===== src/rtl/counter_sched.sv =====
// Round-robin scheduler sharing one loadable up-counter among NREQ requesters:
// each job loads a start value, runs the counter for len cycles and returns the final count.
module counter_sched #(
  parameter int NREQ = 4,
  parameter int W    = 8,
  parameter int LW   = 8
) (
  input  logic                      clk,
  input  logic                      rst_n,
  input  logic [NREQ-1:0]           req_valid,
  output logic [NREQ-1:0]           req_ready,
  input  logic [NREQ*W-1:0]         req_start,
  input  logic [NREQ*LW-1:0]        req_len,
  input  logic                      abort,
  output logic                      cnt_load,
  output logic [W-1:0]              cnt_data,
  output logic                      cnt_oe_n,
  input  logic [W-1:0]              cnt_q,
  output logic                      busy,
  output logic                      done,
  output logic [$clog2(NREQ)-1:0]   done_id,
  output logic [W-1:0]              done_result,
  output logic                      done_aborted
);

  localparam int IDW = $clog2(NREQ);

  typedef enum logic [1:0] {IDLE, LOAD, RUN, DONE} state_t;

  state_t          state_q, state_d;
  logic [IDW-1:0]  rr_ptr_q, rr_ptr_d;
  logic [IDW-1:0]  id_q, id_d;
  logic [W-1:0]    cnt_data_q, cnt_data_d;
  logic [LW-1:0]   rem_q, rem_d;
  logic            abort_seen_q, abort_seen_d;
  logic            cnt_load_q, cnt_load_d;
  logic            cnt_oe_n_q, cnt_oe_n_d;
  logic            busy_q, busy_d;
  logic            done_q, done_d;
  logic [IDW-1:0]  done_id_q, done_id_d;
  logic [W-1:0]    done_result_q, done_result_d;
  logic            done_aborted_q, done_aborted_d;

  logic [NREQ-1:0] grant;
  logic [IDW-1:0]  grant_id;
  logic            grant_vld;
  logic            accept;
  int              idx;

  // Search starts at rr_ptr and wraps, so the last-served requester goes to the back.
  always_comb begin
    grant     = '0;
    grant_id  = '0;
    grant_vld = 1'b0;
    idx       = 0;
    for (int k = 0; k < NREQ; k++) begin
      idx = int'(rr_ptr_q) + k;
      if (idx >= NREQ) idx = idx - NREQ;
      if (!grant_vld && req_valid[idx]) begin
        grant_vld  = 1'b1;
        grant_id   = IDW'(idx);
        grant[idx] = 1'b1;
      end
    end
  end

  assign accept    = rst_n && (state_q == IDLE) && grant_vld;
  assign req_ready = (rst_n && (state_q == IDLE)) ? grant : '0;

  always_comb begin
    state_d        = state_q;
    rr_ptr_d       = rr_ptr_q;
    id_d           = id_q;
    cnt_data_d     = cnt_data_q;
    rem_d          = rem_q;
    abort_seen_d   = abort_seen_q;
    done_d         = 1'b0;
    done_id_d      = '0;
    done_result_d  = '0;
    done_aborted_d = 1'b0;
    case (state_q)
      IDLE: begin
        if (accept) begin
          cnt_data_d   = req_start[int'(grant_id)*W +: W];
          rem_d        = req_len[int'(grant_id)*LW +: LW];
          id_d         = grant_id;
          abort_seen_d = 1'b0;
          rr_ptr_d     = IDW'((int'(grant_id) + 1) % NREQ);
          state_d      = LOAD;
        end
      end
      LOAD: begin
        if (abort) begin
          abort_seen_d = 1'b1;
          state_d      = DONE;
        end else if (rem_q == '0) begin
          state_d = DONE;
        end else begin
          state_d = RUN;
        end
      end
      RUN: begin
        rem_d = rem_q - 1'b1;
        if (abort) begin
          abort_seen_d = 1'b1;
          state_d      = DONE;
        end else if (rem_q == LW'(1)) begin
          state_d = DONE;
        end
      end
      DONE: begin
        done_d         = 1'b1;
        done_id_d      = id_q;
        done_result_d  = cnt_q;
        done_aborted_d = abort_seen_q;
        state_d        = IDLE;
      end
      default: state_d = IDLE;
    endcase
    // Counter controls are registered from the next state so they align with it.
    cnt_load_d = (state_d == LOAD);
    cnt_oe_n_d = (state_d == IDLE);
    busy_d     = (state_d != IDLE);
  end

  always_ff @(posedge clk) begin
    if (!rst_n) begin
      state_q        <= IDLE;
      rr_ptr_q       <= '0;
      id_q           <= '0;
      cnt_data_q     <= '0;
      rem_q          <= '0;
      abort_seen_q   <= 1'b0;
      cnt_load_q     <= 1'b0;
      cnt_oe_n_q     <= 1'b1;
      busy_q         <= 1'b0;
      done_q         <= 1'b0;
      done_id_q      <= '0;
      done_result_q  <= '0;
      done_aborted_q <= 1'b0;
    end else begin
      state_q        <= state_d;
      rr_ptr_q       <= rr_ptr_d;
      id_q           <= id_d;
      cnt_data_q     <= cnt_data_d;
      rem_q          <= rem_d;
      abort_seen_q   <= abort_seen_d;
      cnt_load_q     <= cnt_load_d;
      cnt_oe_n_q     <= cnt_oe_n_d;
      busy_q         <= busy_d;
      done_q         <= done_d;
      done_id_q      <= done_id_d;
      done_result_q  <= done_result_d;
      done_aborted_q <= done_aborted_d;
    end
  end

  assign cnt_load     = cnt_load_q;
  assign cnt_data     = cnt_data_q;
  assign cnt_oe_n     = cnt_oe_n_q;
  assign busy         = busy_q;
  assign done         = done_q;
  assign done_id      = done_id_q;
  assign done_result  = done_result_q;
  assign done_aborted = done_aborted_q;

endmodule


===== config.mk =====
export PLATFORM = sky130hd
export DESIGN_NAME = counter_sched
export DESIGN_NICKNAME = d
export VERILOG_FILES = /design/src/rtl/counter_sched.sv
export SDC_FILE = /design/constraint.sdc
export NUM_CORES = 1
export LEC_CHECK = 0
export ABC_AREA = 1
export BUFFER_PORTS_ARGS = -buffer_cell sky130_fd_sc_hd__clkbuf_2
export CAP_MARGIN = 20
export CORE_MARGIN = 5
export CORE_UTILIZATION = 30
export CTS_BUF_LIST = sky130_fd_sc_hd__clkbuf_8 sky130_fd_sc_hd__clkbuf_16
export CTS_CLUSTER_SIZE = 10
export DETAILED_ROUTE_END_ITERATION = 6
export PLACE_DENSITY = 0.53
export SKIP_LAST_GASP = 1
export SLEW_MARGIN = 20
export SYNTH_ARGS = -nofsm -noshare
export SYNTH_HDL_FRONTEND = slang
export SYNTH_SLANG_ARGS = --single-unit
export TNS_END_PERCENT = 1

===== constraint.sdc =====
create_clock -name clk -period 2.1 [get_ports clk]
set_clock_uncertainty 0.1 [all_clocks]
set_input_delay 0.315 -clock clk [delete_from_list [all_inputs] [get_ports clk]]
set_output_delay 0.315 -clock clk [all_outputs]
set_load 0.01 [all_outputs]

## Word level (Yosys, flattened, before mapping)

Cells that the tools add are included.

| operators by class | value |
|---|---|
| equal/unequal tests | 7 |
| multiplexer cells | 49 |
| bitwise gates (word level) | 3 |
| add/subtract/negate cells | 9 |
| reductions and logical operators | 23 |
| order comparisons | 12 |
| shifts and indexed selects | 2 |

Operators by type and width:

| operator | count |
|---|---|
| $ge 32x1->1 const B | 4 |
| $lt 32x4->1 const B | 4 |
| $mux 32 | 4 |
| $shiftx 32x6->8 | 2 |
| $mux 1 | 21 |
| $mux 4 | 5 |
| $pmux 8 s2 | 1 |
| $mux 2 | 7 |
| $or 4x4->4 | 3 |
| $sub 3x3->4 const B | 3 |
| $ge 3x3->1 const B | 3 |
| $logic_and 1x1->1 | 9 |
| $bmux 1 s2 | 4 |
| $demux 1 s2 | 4 |
| $eq 8x1->1 const B | 1 |
| $logic_not 8->1 | 1 |
| $mux 8 | 1 |
| $pmux 2 s4 | 1 |
| $sub 8x1->8 const B | 1 |
| $add 2x2->3 const B | 2 |
| $reduce_and 2->1 | 3 |
| $reduce_bool 2->1 | 3 |
| $eq 2x1->1 const B | 2 |
| $eq 2x2->1 const B | 2 |
| 11 further kinds | 14 |

| storage, ports and cells | value |
|---|---|
| word-level logic and storage cells | 118 |
| output and inout port bits | 27 |
| register bits | 38 |

## Depth between registers and ports, before layout

| logic depth | value |
|---|---|
| depth in word-level cells | 19 |
| depth in mapped cells | 17 |
| depth with buffers taken out | 16 |

## Least setup slack after synthesis

OpenSTA, ideal clock, no wires.

| timing | value |
|---|---|
| path type | register to register |
| from | reg rr_ptr_q[0] |
| to | reg rem_q[6] |
| setup slack | -0.157 ns |
| stages on the path, launching flop included | 16 |
| period minus slack after synthesis | 2.257 ns |
| library setup time | 0.122 ns |
| data arrival time | 2.035 ns |
| cell sequence | dfxtp_1 inv_2 ha_1 inv_1 nand3_2 nand2_4 inv_2 nor2_4 nand3_2 nand3_2 nand2_4 inv_4 buf_6 nand3_2 nand3_1 a21oi_2 |

| between the ends | value |
|---|---|
| word-level cells in the longest chain between the ends | 18 |
| elaborated cells on any way between the ends | 47 |
| classes of those cells | add/sub: 7; order compare: 4; eq/ne: 1; shift: 1; mux: 26; reduce/logical: 8 |

RTL lines:

| element | line | text |
|---|---|---|
| start, declared | 31 | `logic [IDW-1:0] rr_ptr_q, rr_ptr_d;` |
| start signal, assigned | 143 | `rr_ptr_q <= rr_ptr_d;` |
| parallel branches: the longest is 18 deep, another holds $sub 3x3->4 | -- |  |
| end signal, assigned | 146 | `rem_q <= rem_d;` |
| end, declared | 34 | `logic [LW-1:0] rem_q, rem_d;` |

Parallel ways; which one is timed is not known. The select of a mux whose other input is x is not followed.
A chain may end at the register's enable or synchronous reset.

## Worst setup path in the final report

| timing | value |
|---|---|
| from | reg rr_ptr_q[0] |
| to | out req_ready[1] |

| between the ends | value |
|---|---|
| word-level cells in the longest chain between the ends | 16 |
| elaborated cells on any way between the ends | 64 |
| classes of those cells | add/sub: 7; order compare: 12; mux: 32; bitwise: 3; reduce/logical: 10 |

RTL lines:

| element | line | text |
|---|---|---|
| parallel branches: the longest is 14 deep, another holds $ge 32x1->1 | -- |  |
| $mux 4 * | 59 | `if (!grant_vld && req_valid[idx]) begin` |
| $mux 4 * | 68 | `assign req_ready = (rst_n && (state_q == IDLE)) ? grant : '0;` |
| end, declared | 11 | `output logic [NREQ-1:0] req_ready,` |

Every way passes the cells marked *. The select of a mux whose other input is x is not followed.

==> results.txt <==
----------------------------------------------------
[Logic synthesis]
  Async S/R FF share, synth ... 0
  Share of synthesized area occupied by flip-flops and latches ... 0.2960
  Share of the synthesized area in the top cell type ... 0.2960
  Synthesized cell area ... approximately 0.0026 mm²
  Cell type with the largest total area after synthesis ... dfxtp_1
  Number of warnings issued by yosys ... 0
  Synthesized net count ... about 500
  Mapped Avg Cell Area ... between 6 and 7 µm²
  Cell types with the largest area share after synthesis ... dfxtp_1 (30%), nand2_1 (15%), nand3_1 (13%), inv_1 (7.7%), ha_1 (5.8%)
  Number of enable-type register cells in the synthesized netlist ... 0
  Number of cells produced by synthesis ... ~400
  Most frequent cells after synthesis ... nand2_1 (101), nand3_1 (68), inv_1 (53), dfxtp_1 (38)
  Number of different library cells in the post-synthesis netlist ... 30
  Most used flip-flop cell after synthesis ... dfxtp_1
  Most repeated cell in the gate-level netlist after synthesis ... nand2_1
  Flops & latches, synth ... 38

[Place]
  Dpl cell area ... 0.003301 mm²
  Placer's final routability congestion estimate ... around 0.84
  Count of buffers from port buffering ... around 110
  Post-DP HPWL ... a little under 6000 µm

[Floorplan]
  Height of the die ... around 100 µm
  Number of placement rows ... 33
  Number of primary I/O pins ... about 110
  Die Width ... about 100 µm
  Core area ... between 0.008 and 0.009 mm²
  Total die area ... around 0.011 mm²
  Starting density of the core ... 0.3097

[Drt]
  Detailed Routing Iterations Pass 1 ... 4
  First-iteration detailed-routing DRC count ... between 100 and 150
  Routed wire length per instance ... 11.77 µm
  Detail Route Antenna Nets ... 0
  DR vias ... between 2000 and 3000
  Final WL ... 7331 µm
  DRC violations left ... 0
  Via/cell ratio ... 4.557

[GRT]
  Vias in the first global route ... around 2800
  Antenna violations before repair ... 0
  Largest net degree at the start of global routing ... 24
  Total grt overflow ... 0
  Total track usage ... 0.1399
  Wire length of the first global-routing pass ... between 10000 and 15000 µm

[Final layout]
  Area taken by flip-flops and latches ... 763.2 µm²
  Util after Layout ... 0.4253
  Final #Nets ... 608
  Share of final-layout standard cells stronger than drive strength 1 ... 0.3359
  Antenna Cells ... 0
  Multi-input combinational cell area ... between 0.0015 and 0.002 mm²
  Filler cell count in the final layout ... between 900 and 1000
  Layout overhead on the synthesized area ... 37.34%
  Total non-filler cell area in the finished layout ... 0.003530 mm²

[Critical path]
  Critical Path End Type ... output port
  Critical Path Source Type ... flop
  Type of the setup path with the least slack ... reg -> out
  Setup slack on the worst flop-to-flop path ... -0.10 ns
  Terminus of the critical flop-to-flop path ... rem_q[6]
  R2r worst-path depth ... 16
  Data arrival time at the worst-slack endpoint ... 1.93 ns
  Data required time of the worst path ... between 1.5 and 2 ns
  RR Startpoint ... rr_ptr_q[0]
  Worst-path fanout max ... 4

[Power]
  Sw Ratio ... 0.4954
  Proportion of power drawn by combinational gates ... 0.720
  Worst VDD drop ... approximately 0.00094 V
  NetSw ... 3.212 mW
  Power Density ... roughly 1800 mW/mm²
  Int Pwr ... 3.271 mW
  Sequential Power Share ... 0.165
  Leak pwr ... 1.944 nW
  Clock network fraction of total power ... 0.115

[STA]
  # setup viols final ... 23
  Hold Fails Final Rpt ... 0
  Slew Limit Fails ... 0
  Minimum clock period after layout ... 2.348 ns
  Total negative setup slack ... -1.727 ns
  Final worst-path cycle share ... 1.118
  Actual transition at the worst max-transition pin ... 0.3969 ns
  Setup repair after global routing missed its margin ... yes
  Worst-case headroom to the max-slew limit ... 0.7347
  Setup slack of the critical path after layout ... -0.2480 ns
  Timing-limited maximum frequency ... between 0.4 and 0.5 GHz

[Clocking]
  Longest Clk Path Bufs ... 2
  Number of CTS-inserted buffers ... 5
  Clock network latency to the later pin of the worst-skew pair ... 0.29 ns
  Clock tree from TritonCTS ... done
  H-tree lvl count ... 2
  Hold bufs inserted after CTS ... 0
  Clock slew at the register clock pins of the worst setup and hold paths ... around 0.080 ns
  Sinks on the clock net ... 38
  Cell chosen for the clock root ... clkbuf_8

[Hold path]
  Source of the worst hold timing path ... cnt_q[3]
  Worst hold endpoint ... done_result[3]
  Class of the tightest hold or removal check ... in -> reg
  Hold-critical path depth ... 3

[Outcome]
  Outcome ... complete, but fails checks
  Violated checks ... setup timing

[Flow run]
  Max-cap violations ... 0

----------------------------------------------------
## worst max-delay path: stages (launching register included)
cell	delay, ns
dfxtp_2	0.34
inv_2	0.05
ha_4	0.26
inv_4	0.07
nand3_4	0.07
nand2_4	0.10
inv_4	0.04
nor2_4	0.16
nand2_4	0.10
o22ai_4	0.11
a21oi_2	0.04
o21ai_1	0.08
nand2_1	0.06
inv_1	0.05
buf_2	0.12
## repair_timing
item | CTS | global route
gates cloned | 0 | 0
setup buffers | 2 | 2
hold endpoints to repair | 0 | 0
pin swaps | 5 | 5
resized for setup | 8 | 11
endpoints found under the setup margin | 22 | 26
## state kept, by name, indices dropped and copies added, names as in the netlist
register      flops
state_q           2
rr_ptr_q          2
cnt_load          1
cnt_data          8
done_aborted      1
done_id           2
id_q              2
rem_q             8
done              1
abort_seen_q      1
cnt_oe_n          1
done_result       8
busy              1
## logic make-up after synthesis
logic type,share of synthesized area
flip-flops,0.2960
AND/OR/NAND/NOR,0.4021
adder cells (fa/ha/maj),0.05842
AO/OA/AOI/OAI,0.1061
buffers and inverters,0.1271
XOR/XNOR,0.01023
## how the worst max path moves through the flow
stage	depth (start not counted)	slack, ns	end	start
final	14	-0.25	req_ready[1]	rr_ptr_q[0]
after global placement	15	0.004	rem_q[6]	rr_ptr_q[1]
after global routing	14	-0.34	req_ready[1]	rr_ptr_q[0]
after floorplan	15	0.02	rem_q[6]	rr_ptr_q[0]
after CTS	14	-0.26	req_ready[1]	rr_ptr_q[1]
after detailed placement	17	-0.05	rem_q[7]	rr_ptr_q[1]
## metrics by stage
stage / std cells / setup WS (ns) / hold slack [ns] / power, mW
after floorplan: 397 / 0.02404 / 0.3084 / 4.338
after global routing: 623 / -0.3370 / 0.1137 / 7.228
final: 623 / -0.2480 / 0.1120 / 6.483
after detailed placement: 611 / -0.04747 / 0.3191 / 5.525
after global placement: 611 / 0.004390 / 0.3208 / 5.486
after CTS: 621 / -0.2566 / 0.1043 / 6.398
## layout make-up
cell class | count | share of cell area
Tap cell | 105 | 0.03722
Multi-Input combinational cell | 285 | 0.4396
Inverter | 58 | 0.06452
Clock inverter | 3 | 0.01950
Timing Repair Buffer | 129 | 0.2035
Sequential cell | 38 | 0.2162
Clock buffer | 5 | 0.01950
## routing by layer
layer / vias up / share of wire / global-route usage
met3: 7 / 0.063 / 0.02233
li1: 1507 / - / -
met1: 1247 / 0.47 / 0.1998
met5: - / 0 / 0
met2: 78 / 0.46 / 0.2229
met4: 0 / 0.0072 / 0.02926
## placed cells by master (no fill, tap or decap), types with 4 or more instances in the layout
cell type | synthesis | routed
nand3_2 | 8 | 5
o21ai_0 | 26 | 22
nand3_1 | 68 | 68
o21ai_1 | 0 | 4
a21oi_1 | 17 | 16
buf_4 | 4 | 23
clkbuf_8 | 0 | 5
nand2_2 | 4 | 5
ha_1 | 12 | 11
clkbuf_2 | 0 | 104
nand2_4 | 4 | 5
nand2_1 | 101 | 99
inv_4 | 2 | 4
inv_1 | 53 | 51
dfxtp_1 | 38 | 36
nor2_1 | 26 | 26
## power by group through the flow
stage	Combinational, mW	Sequential [mW]	Clock (mW)
finish	4.67	1.07	0.748
detailed placement	4.44	1.08	0
CTS	4.57	1.07	0.760
global placement	4.40	1.08	0
floorplan	3.22	1.12	0
global route	5.34	1.10	0.797
No activity file was read; power rests on OpenSTA's default activity.
